File: config.mk
export PLATFORM = sky130hd
export DESIGN_NAME = runway_scheduler
export DESIGN_NICKNAME = d
export VERILOG_FILES = /design/src/rtl/runway_scheduler.sv
export SDC_FILE = /design/constraint.sdc
export NUM_CORES = 1
export LEC_CHECK = 0
export BUFFER_PORTS_ARGS = -buffer_cell sky130_fd_sc_hd__buf_2
export CORE_MARGIN = 4
export CORE_UTILIZATION = 30
export DETAILED_ROUTE_END_ITERATION = 7
export PLACE_DENSITY_LB_ADDON = 0.1
export REMOVE_ABC_BUFFERS = 1
export SLEW_MARGIN = 30
export SYNTH_ARGS = -nofsm -noshare
export SYNTH_HDL_FRONTEND = slang
export SYNTH_SLANG_ARGS = --single-unit
File: constraint.sdc
create_clock -name clk -period 1.87 [get_ports clk]
set_input_delay 0.0935 -clock clk [delete_from_list [all_inputs] [get_ports clk]]
set_output_delay 0.0935 -clock clk [all_outputs]
set_load 0.01 [all_outputs]
File: src/rtl/runway_scheduler.sv
// runway_scheduler
// Grants a two-runway airfield to four aircraft slots. Requests are latched
// into a pending vector; one grant per clock goes to a free runway (A before
// B), with the winning slot chosen round-robin. Each grant occupies its
// runway for OCC_CYCLES clocks unless the runway is vacated early.
//
// Optional feature macro: RUNWAY_EMERG_EN
//   When defined, an extra 4-bit emerg input qualifies req. Emergency slots
//   are served before all others (lowest index first) without moving the
//   round-robin pointer.
//
// Ports
//   clk        sole clock, rising edge
//   rst        synchronous active-high reset
//   req[3:0]   one-cycle request pulse per aircraft slot
//   vac_a/b    runway A/B vacated early (ignored when the runway is idle)
//   emerg[3:0] emergency qualifier, sampled with req (RUNWAY_EMERG_EN only)
//   gnt_valid  registered one-cycle grant strobe
//   gnt_id     granted slot (valid with gnt_valid)
//   gnt_rwy    granted runway, 0=A 1=B (valid with gnt_valid)
//   busy_a/b   runway occupied
//   w          at least one request still pending
module runway_scheduler #(
  parameter int unsigned OCC_CYCLES = 15
) (
  input  logic       clk,
  input  logic       rst,
  input  logic [3:0] req,
  input  logic       vac_a,
  input  logic       vac_b,
`ifdef RUNWAY_EMERG_EN
  input  logic [3:0] emerg,
`endif
  output logic       gnt_valid,
  output logic [1:0] gnt_id,
  output logic       gnt_rwy,
  output logic       busy_a,
  output logic       busy_b,
  output logic       w
);

  // Counter load value: busy stays high for the load edge plus OCC_CYCLES-1
  // further edges, clearing at the edge where the counter reads zero.
  localparam logic [3:0] OCC_LOAD = 4'(OCC_CYCLES - 1);

  logic [3:0] pending_reg, pending_next, cand;
  logic [1:0] ptr_reg, ptr_next;
  logic [1:0] busy_vec;
  logic [1:0] vac;
  logic       grant;
  logic       win_rwy;
  logic [1:0] win_id;
  logic       rr_found;
  logic [1:0] rr_id, rr_idx;

`ifdef RUNWAY_EMERG_EN
  logic [3:0] epend_reg, epend_next, ecand;
  logic       em_found;
  logic [1:0] em_id;
`endif

  assign vac    = {vac_b, vac_a};
  assign busy_a = busy_vec[0];
  assign busy_b = busy_vec[1];

  always_comb begin
    cand     = pending_reg | req;
    rr_found = 1'b0;
    rr_id    = 2'd0;
    rr_idx   = 2'd0;
    // Scan from ptr upward with 2-bit wraparound; first hit wins.
    for (int i = 0; i < 4; i++) begin
      rr_idx = ptr_reg + 2'(i);
      if (!rr_found && cand[rr_idx]) begin
        rr_found = 1'b1;
        rr_id    = rr_idx;
      end
    end

    // Decisions use the registered busy flags, so a runway freed this edge
    // (timeout or vacate) cannot be re-granted until the next edge.
    grant   = (cand != 4'd0) && (busy_vec != 2'b11);
    win_rwy = busy_vec[0];

`ifdef RUNWAY_EMERG_EN
    ecand    = epend_reg | (req & emerg);
    em_found = 1'b0;
    em_id    = 2'd0;
    // Descending scan so the lowest set index is the one left in em_id.
    for (int i = 3; i >= 0; i--) begin
      if (ecand[i]) begin
        em_found = 1'b1;
        em_id    = 2'(i);
      end
    end
    win_id   = em_found ? em_id : rr_id;
    ptr_next = (grant && !em_found) ? rr_id + 2'd1 : ptr_reg;
    epend_next = ecand;
    if (grant) epend_next[win_id] = 1'b0;
`else
    win_id   = rr_id;
    ptr_next = grant ? rr_id + 2'd1 : ptr_reg;
`endif

    pending_next = cand;
    if (grant) pending_next[win_id] = 1'b0;
  end

  always_ff @(posedge clk) begin
    if (rst) begin
      pending_reg <= 4'd0;
      ptr_reg     <= 2'd0;
      gnt_valid   <= 1'b0;
      gnt_id      <= 2'd0;
      gnt_rwy     <= 1'b0;
      w           <= 1'b0;
    end else begin
      pending_reg <= pending_next;
      ptr_reg     <= ptr_next;
      gnt_valid   <= grant;
      w           <= |pending_next;
      if (grant) begin
        gnt_id  <= win_id;
        gnt_rwy <= win_rwy;
      end
    end
  end

`ifdef RUNWAY_EMERG_EN
  always_ff @(posedge clk) begin
    if (rst) epend_reg <= 4'd0;
    else     epend_reg <= epend_next;
  end
`endif

  // One occupancy tracker per runway (gi=0 is A, gi=1 is B).
  genvar gi;
  generate
    for (gi = 0; gi < 2; gi++) begin : g_rwy
      logic       busy_reg;
      logic [3:0] cnt_reg;
      logic       load;

      assign load         = grant && (win_rwy == 1'(gi));
      assign busy_vec[gi] = busy_reg;

      always_ff @(posedge clk) begin
        if (rst) begin
          busy_reg <= 1'b0;
          cnt_reg  <= 4'd0;
        end else if (load) begin
          busy_reg <= 1'b1;
          cnt_reg  <= OCC_LOAD;
        end else if (busy_reg && (vac[gi] || cnt_reg == 4'd0)) begin
          busy_reg <= 1'b0;
          cnt_reg  <= 4'd0;
        end else if (busy_reg) begin
          cnt_reg  <= cnt_reg - 4'd1;
        end
      end
    end
  endgenerate

endmodule

==> results.rst, run 1 <==
.. list-table::
   :header-rows: 1

   * - Metric
     - Value
   * - Post-Syn Area
     - 1030 um2
   * - Critical Path Sink Type
     - flip-flop
   * - Total wire length
     - 2.26 mm
   * - Initial cell density of the core
     - a little under a third
   * - Gp weighted congestion
     - 0.856
   * - Final setup violation count
     - 0
   * - DP Wirelength
     - 1.65 mm
   * - Clk_skew
     - between 0.006 and 0.007 ns
   * - Global-route usage over all layers
     - 10.9%
   * - Number of buffers inserted by post-CTS setup repair
     - 0
   * - Portion of the post-synthesis area used by sequential elements
     - 40.8%
   * - Destination of the worst hold path
     - g_rwy[1].cnt_reg[3]
   * - Portion of total power attributed to sequential cells
     - about half
   * - Unique cell type count in the Yosys netlist
     - 37
   * - Clock root buffer master
     - sky130_fd_sc_hd__clkbuf_4
   * - Power share of the clock group
     - 19.1%
   * - Switching power
     - approximately 420 uW
   * - Worst slew margin relative to its limit
     - ~72%
   * - Place WS
     - 0.244 ns
   * - Avg Cell Area, Syn
     - approximately 8.4 um2
   * - Total power density per cell area
     - roughly 1000 nW/um2
   * - Start of the worst register-to-register path
     - pending_reg[3]
   * - WL/cell
     - about 12 um
   * - Router iterations before antenna repair
     - 4
   * - Hold slack final
     - 0.151 ns
   * - Number of antenna violations at the first check in global routing
     - 0
   * - Unrepaired setup endpoints after global routing
     - no
   * - H-tree Lvls
     - 1
   * - Number of hold-slack violations in the final timing report
     - 0
   * - IR drop worst, VDD
     - around 0.00052 V
   * - Number of synthesized register bits
     - 21
   * - Drt initial violations
     - 50
   * - Hold WC Path Type
     - in -> reg
   * - Slew of the pin with the lowest slew margin
     - 0.419 ns
   * - Worst Setup Start Kind
     - flip-flop
   * - Switching share of power
     - 35.3%
   * - Data required time at the worst endpoint
     - 2.08 ns
   * - Number of antenna diodes
     - 0
   * - Cell-by-cell listing of the critical path
     - nor2_1, o21ai_1, o22ai_1, and3_1, o21ai_1, a32o_1
   * - Maximum frequency from static timing analysis
     - 0.603 GHz
   * - Total internal power
     - 761 uW
   * - Proportion of power drawn by combinational gates
     - 31.1%
   * - Height of the die
     - between 60 and 70 um
   * - Flip-flop count of the largest register after layout
     - 8
   * - Final sum of negative setup slack
     - 0 ns
   * - Largest incremental delay on the critical path
     - 0.32 ns
   * - Leakage power of the design
     - 0.470 nW
   * - Detail Route Antenna Nets
     - 0
   * - Worst R2R End
     - w
   * - Via count of the first global-routing pass
     - 881
   * - Ports
     - 15
   * - Final WS setup
     - roughly 0.21 ns
   * - Buffers from clock root to sink, at most
     - 2
   * - Commonest cells after routing, fill and taps aside
     - sky130_fd_sc_hd__dfxtp_1, sky130_fd_sc_hd__nor2_1, sky130_fd_sc_hd__buf_2
   * - Depth of the worst register-to-register path
     - 6
   * - Post-layout minimum cycle time
     - around 1.7 ns
   * - Cell count of the worst hold path
     - 4
   * - Number of gates resized after CTS
     - 0
   * - Die Span X
     - between 60 and 70 um
   * - Clock buffer count from CTS
     - 3
   * - Fraction of final layout cells sized beyond drive strength 1
     - 20.3%
   * - Crit-path most repeated cell
     - sky130_fd_sc_hd__o21ai_1
   * - Arrival time of the worst setup path
     - around 1.9 ns
   * - Synthesized instance count
     - 122
   * - Synthesis-to-layout area growth
     - 14.6%
   * - Clock transition time at the flip-flop clock pins of the worst setup and hold paths
     - 0.12 ns
   * - Remaining DRCs
     - 0
   * - Source-to-sink clock delay at the later pin of the worst-skew pair
     - 0.30 ns
   * - Placement row count
     - 21
   * - Number of vias per cell
     - 4.95
   * - Number of buffers added on ports
     - 14
   * - TritonCTS clock tree
     - yes
   * - Leftover overflow at the end of global routing
     - 0
   * - Hold buffer count at cts
     - 0
   * - Number of vias in the routed layout
     - 911
   * - Total core area
     - between 3000 and 4000 um2
   * - Max FO, Critical Path
     - 7
   * - Num Clock Sinks
     - 21
   * - Maximum number of pins on one net before global-route repair
     - 23
   * - Global-route wire length before repair
     - 3.71 mm
   * - Class of the most critical setup path
     - reg -> reg
   * - Area of the die
     - 4430 um2
   * - Final nets
     - 151
   * - Register-to-register setup slack
     - 0.21 ns
   * - Source of the worst hold timing path
     - vac_b
   * - Count of maximum capacitance violations
     - 0
   * - Final cycle utilization of the critical path
     - 88.7%
   * - Outcome
     - complete, no violations
   * - Count of yosys warnings during synthesis
     - 0
   * - Critical-path top delay cell
     - sky130_fd_sc_hd__dfxtp_1
   * - Most common cell after layout, fill and taps aside
     - sky130_fd_sc_hd__dfxtp_1
   * - Max-slew violations
     - 0
==> Yosys cell counts <==
cell	count	area (um2)
sky130_fd_sc_hd__nand3_1	2	10.0
sky130_fd_sc_hd__nor2_1	20	75.1
sky130_fd_sc_hd__nand4_1	1	6.26
sky130_fd_sc_hd__nor2b_1	1	6.26
sky130_fd_sc_hd__a21o_1	1	7.51
sky130_fd_sc_hd__nand3_2	2	20.0
sky130_fd_sc_hd__nor4_2	1	12.5
sky130_fd_sc_hd__and2_4	1	8.76
sky130_fd_sc_hd__o22ai_1	1	6.26
sky130_fd_sc_hd__nand2_1	5	18.8
sky130_fd_sc_hd__dfxtp_1	21	420
sky130_fd_sc_hd__nor2_2	2	12.5
sky130_fd_sc_hd__and4_1	1	8.76
sky130_fd_sc_hd__nor3b_1	2	15.0
sky130_fd_sc_hd__a221oi_1	1	8.76
sky130_fd_sc_hd__ha_1	4	50.1
sky130_fd_sc_hd__o21ai_0	5	25.0
sky130_fd_sc_hd__or4_4	1	11.3
sky130_fd_sc_hd__o211ai_1	1	7.51
sky130_fd_sc_hd__a21oi_1	13	65.1
sky130_fd_sc_hd__nor3_1	8	40.0
sky130_fd_sc_hd__a21oi_4	1	16.3
sky130_fd_sc_hd__nor4_1	1	6.26
sky130_fd_sc_hd__inv_1	5	18.8
sky130_fd_sc_hd__o21a_1	2	15.0
sky130_fd_sc_hd__clkbuf_1	3	11.3
sky130_fd_sc_hd__o21ai_1	2	10.0
sky130_fd_sc_hd__a311oi_1	2	17.5
sky130_fd_sc_hd__and3_1	1	6.26
sky130_fd_sc_hd__a211oi_1	3	22.5
sky130_fd_sc_hd__o22a_2	1	10.0
sky130_fd_sc_hd__a32o_1	1	10.0
sky130_fd_sc_hd__o22a_1	1	8.76
sky130_fd_sc_hd__a211o_1	1	8.76
sky130_fd_sc_hd__a211o_2	1	10.0
sky130_fd_sc_hd__nand2b_1	2	12.5
sky130_fd_sc_hd__mux2i_1	1	10.0
==> final cells by class <==
cell class | count | area (um2)
clock buffer | 4 | 26.3
sequential | 21 | 420
tap | 46 | 57.6
timing repair buffer | 15 | 77.6
inverter | 5 | 18.8
multi-input combinational | 93 | 579
fill | 366 | 2160
==> power by group through the flow <==
stage,combinational [mW],sequential [mW],clock [mW]
final,0.366,0.586,0.224
after global routing,0.415,0.597,0.255
after global placement,0.370,0.594,0
after CTS,0.370,0.585,0.237
after floorplan,0.261,0.594,0
after detailed placement,0.368,0.596,0
==> worst max path at each step <==
| stage | startpoint | to | slack [ns] |
|---|---|---|---|
| 3_5_place_dp | pending_reg[3] | w | 0.24 |
| 5_1_grt | pending_reg[3] | w | 0.08 |
| 4_1_cts | pending_reg[2] | w | 0.23 |
| 2_1_floorplan | ptr_reg[1] | w | 0.34 |
| 6_report | pending_reg[3] | w | 0.21 |
| 3_3_place_gp | pending_reg[0] | w | 0.24 |
==> routing by layer <==
layer	up-vias	global-route usage, %	routed length [um]
li1	481	-	-
met1	410	12.8	1050
met2	18	17.7	1080
met3	2	4.22	101
met4	0	4.31	18
met5	-	0	0
==> kinds of logic after synthesis <==
group	share of synthesized area, %
adder cells (fa/ha/maj)	4.86
multiplexers	0.972
flip-flops	40.8
AND/OR/NAND/NOR	26.2
buffers and inverters	2.92
AO/OA/AOI/OAI	24.2
==> critical path: cells and delay by family, from the launching register on <==
| family | cells | cell delay [ns] |
|---|---|---|
| compound gates | 4 | 0.74 |
| simple gates | 2 | 0.50 |
| flops | 1 | 0.32 |
==> per-stage QoR <==
stage | power, mW | utilization, % | cell area (um2) | instances
detailed placement | 0.964 | 34.6 | 1150 | 180
finish | 1.18 | 35.4 | 1180 | 184
global route | 1.27 | 35.4 | 1180 | 184
global placement | 0.965 | 34.6 | 1150 | 180
CTS | 1.19 | 35.4 | 1180 | 184
floorplan | 0.855 | - | 1020 | 119
No activity file was read; power rests on OpenSTA's default activity.
==> inputs of run 2 (changes only) <==
Settings changed: SETUP_SLACK_MARGIN set to 0.5.
==> run 2 against run 1 <==
Against the previous run:
- global-route usage rose by 0.77 points
- die area unchanged
- non-clock buffer count increased by 5
- design area is 12% higher
- sequential share of layout area fell by 2.8 points
- fmax grew 5.0%
- core utilization grew 4.1 points
- combinational power increased by 30%
- critical endpoint unchanged
- largest cell class unchanged
- largest power group unchanged
==> results.rst, run 2 (synthesis results as in run 1) <==
.. list-table::
   :header-rows: 1

   * - Metric
     - Value
   * - IR drop worst, VDD
     - 0.000528 V (+1.9%)
   * - Num Clock Sinks
     - 21 (unchanged)
   * - Count of maximum capacitance violations
     - 0 (unchanged)
   * - Clock buffer count from CTS
     - 3 (unchanged)
   * - Number of buffers added on ports
     - 14 (unchanged)
   * - Data required time at the worst endpoint
     - 2.09 ns (about the same)
   * - Total internal power
     - 828 uW (+8.8%)
   * - Count of buffering cells on the critical path with inverters included
     - 0 (unchanged)
   * - Height of the die
     - 66.6 um (unchanged)
   * - Register-to-register setup slack
     - 0.29 ns (+0.08 ns)
   * - Largest incremental delay on the critical path
     - 0.53 ns (+0.21 ns)
   * - Router iterations before antenna repair
     - 4 (unchanged)
   * - Depth of the worst register-to-register path
     - 5 (-1)
   * - Global-route usage over all layers
     - 11.7% (+0.77 points)
   * - Buffers from clock root to sink, at most
     - 2 (unchanged)
   * - Leakage power of the design
     - 0.518 nW (+10%)
   * - Maximum frequency from static timing analysis
     - 0.632 GHz (+5.0%)
   * - Source-to-sink clock delay at the later pin of the worst-skew pair
     - 0.31 ns (about the same)
   * - Hold WC Path Type
     - in -> reg
   * - Initial cell density of the core
     - 30.9% (unchanged)
   * - WL/cell
     - 13.1 um (+7.0%)
   * - Number of vias per cell
     - 5.08 (+2.7%)
   * - Clock root buffer master
     - sky130_fd_sc_hd__clkbuf_4
   * - Die Span X
     - 66.6 um (unchanged)
   * - Largest delay contributor family on the critical path
     - simple AND/OR/NAND/NOR gates
   * - Proportion of power drawn by combinational gates
     - 36.7% (+5.6 points)
   * - Total power
     - 1.30 mW (+11%)
   * - Launch point of the critical path
     - ptr_reg[1]
   * - Final WS setup
     - 0.289 ns (+0.0784 ns)
   * - Power share of the clock group
     - 17.4% (-1.7 points)
   * - Fraction of final layout cells sized beyond drive strength 1
     - 38.5% (+18 points)
   * - Post-layout minimum cycle time
     - 1.58 ns (-0.0784 ns)
   * - Unrepaired setup endpoints after global routing
     - yes
   * - Number of hold-slack violations in the final timing report
     - 0 (unchanged)
   * - Critical Path Sink Type
     - flip-flop
   * - # fillers
     - 375 (+2.5%)
   * - Placement Cell Area
     - 1150 um2 (unchanged)
   * - TritonCTS clock tree
     - yes
   * - Global-route wire length before repair
     - 3.95 mm (+6.7%)
   * - Clock transition time at the flip-flop clock pins of the worst setup and hold paths
     - 0.13 ns (about the same)
   * - Final nets
     - 156 (+3.3%)
   * - Synthesis-to-layout area growth
     - 27.9%
   * - Total core area
     - 3340 um2 (unchanged)
   * - Area of the die
     - 4430 um2 (unchanged)
   * - Number of antenna violations at the first check in global routing
     - 0 (unchanged)
   * - Remaining DRCs
     - 0 (unchanged)
   * - Placement row count
     - 21 (unchanged)
   * - Max FO, Critical Path
     - 7 (unchanged)
   * - Outcome
     - complete, no violations
   * - Final sum of negative setup slack
     - 0 ns (unchanged)
   * - Via count of the first global-routing pass
     - 916 (+4.0%)
   * - Portion of total power attributed to sequential cells
     - 45.9% (-3.9 points)
   * - Detail Route Antenna Nets
     - 0 (unchanged)
   * - Switching power
     - 473 uW (+14%)
   * - Final setup violation count
     - 0 (unchanged)
   * - Most common cell after layout, fill and taps aside
     - sky130_fd_sc_hd__nor2_1
   * - H-tree Lvls
     - 1 (unchanged)
   * - Worst Setup Start Kind
     - flip-flop
   * - Switching share of power
     - 36.4% (+1.0 points)
   * - Flip-flop count of the largest register after layout
     - 8 (unchanged)
   * - Leftover overflow at the end of global routing
     - 0 (unchanged)
   * - Final Instance Area
     - 1320 um2 (+12%)
   * - Hold buffer count at cts
     - 0 (unchanged)
   * - Drt initial violations
     - 64 (+28%)
   * - Slew of the pin with the lowest slew margin
     - 0.419 ns (-0.0000899 ns)
   * - Arrival time of the worst setup path
     - 1.80 ns (-0.07 ns)
   * - Place WS
     - 0.244 ns (unchanged)
   * - Filler-free cell count of the finished design
     - 189 (+2.7%)
   * - Source of the worst hold timing path
     - vac_b
   * - Number of gates on the worst path with buffers counted
     - 5 (-1)
   * - Number of vias in the routed layout
     - 961 (+5.5%)
   * - Max-slew violations
     - 0 (unchanged)
   * - Commonest cells after routing, fill and taps aside
     - sky130_fd_sc_hd__nor2_1, sky130_fd_sc_hd__buf_2, sky130_fd_sc_hd__a21oi_1, sky130_fd_sc_hd__dfxtp_1, sky130_fd_sc_hd__nor3_1
   * - Placed cell count
     - 180 (unchanged)
   * - Total power density per cell area
     - 988 nW/um2 (-0.93%)
   * - Ports
     - 15 (unchanged)
   * - Class of the most critical setup path
     - reg -> reg
   * - Total wire length
     - 2.48 mm (+9.9%)
   * - Start of the worst register-to-register path
     - ptr_reg[1]
   * - Cell-by-cell listing of the critical path
     - or4_4, nand3_4, and3_1, o21ai_1, a32o_1
   * - DP Wirelength
     - 1.65 mm (unchanged)
   * - Critical-path top delay cell
     - sky130_fd_sc_hd__or4_4
   * - Worst slew margin relative to its limit
     - 72.0% (about the same)
   * - Clk_skew
     - 0.0110 ns (+0.00490 ns)
   * - Maximum number of pins on one net before global-route repair
     - 23 (unchanged)
   * - Gp weighted congestion
     - 0.856 (unchanged)
   * - Final cycle utilization of the critical path
     - 84.6% (-4.2 points)
   * - Cell count of the worst hold path
     - 4 (unchanged)
   * - Number of antenna diodes
     - 0 (unchanged)
-- run 2: changes by cell type in the layout (fill, tap and decap cells not counted), moves of 2 or more --
cell	previous run	this run
sky130_fd_sc_hd__nor3b_2	0	2
sky130_fd_sc_hd__o21ai_0	5	3
sky130_fd_sc_hd__buf_4	1	5
sky130_fd_sc_hd__dfxtp_1	21	13
sky130_fd_sc_hd__nor2_1	20	16
sky130_fd_sc_hd__nor3b_1	2	0
sky130_fd_sc_hd__dfxtp_2	0	7
sky130_fd_sc_hd__nor2_4	0	3
-- run 2: stage by stage --
stage	utilization, %	hold WS [ns]
4_1_cts	38.5	0.142
2_1_floorplan	-	0.163
6_report	39.5	0.152
3_5_place_dp	34.6	0.447
5_1_grt	39.5	0.186
3_3_place_gp	34.6	0.445
-- run 2: repair_timing --
item                                    CTS  global route
endpoints found under the setup margin   15            17
resized for setup                        23             8
pin swaps                                11             3
setup buffers                             4             1
-- run 2: layout make-up --
class	instances	area, um2	area share (%)
clock buffer	4	26.3	1.99
inverter	5	18.8	1.42
multi-input combinational	93	663	50.3
sequential	21	433	32.9
tap	46	57.6	4.37
timing repair buffer	20	119	9.02
-- run 2: worst paths after layout --
kind | to
hold reg to reg | gnt_id[1]
setup / recovery | w
setup reg to reg | w
hold / removal | g_rwy[1].cnt_reg[3]
-- run 2: worst register-to-register path, stage by stage (launching register included) --
cell                      delay, ns
sky130_fd_sc_hd__dfxtp_4       0.37
sky130_fd_sc_hd__or4_4         0.53
sky130_fd_sc_hd__nand3_4       0.14
sky130_fd_sc_hd__and3_1        0.16
sky130_fd_sc_hd__o21ai_1       0.08
sky130_fd_sc_hd__a32o_1        0.21
-- run 2: power groups by stage --
| stage | Combinational (mW) | Sequential (mW) | Clock, mW |
|---|---|---|---|
| 3_5_place_dp | 0.368 | 0.596 | 0 |
| 2_1_floorplan | 0.261 | 0.594 | 0 |
| 6_report | 0.477 | 0.598 | 0.226 |
| 3_3_place_gp | 0.370 | 0.594 | 0 |
| 5_1_grt | 0.523 | 0.609 | 0.259 |
| 4_1_cts | 0.451 | 0.595 | 0.237 |
-- run 2: per-layer routing --
layer,share of wire (%),GRT usage (%),vias to the layer above
li1,-,-,485
met1,45,13.6,444
met2,48,18.8,25
met3,4.7,4.22,7
met4,2.3,5.58,0
met5,0,0,-
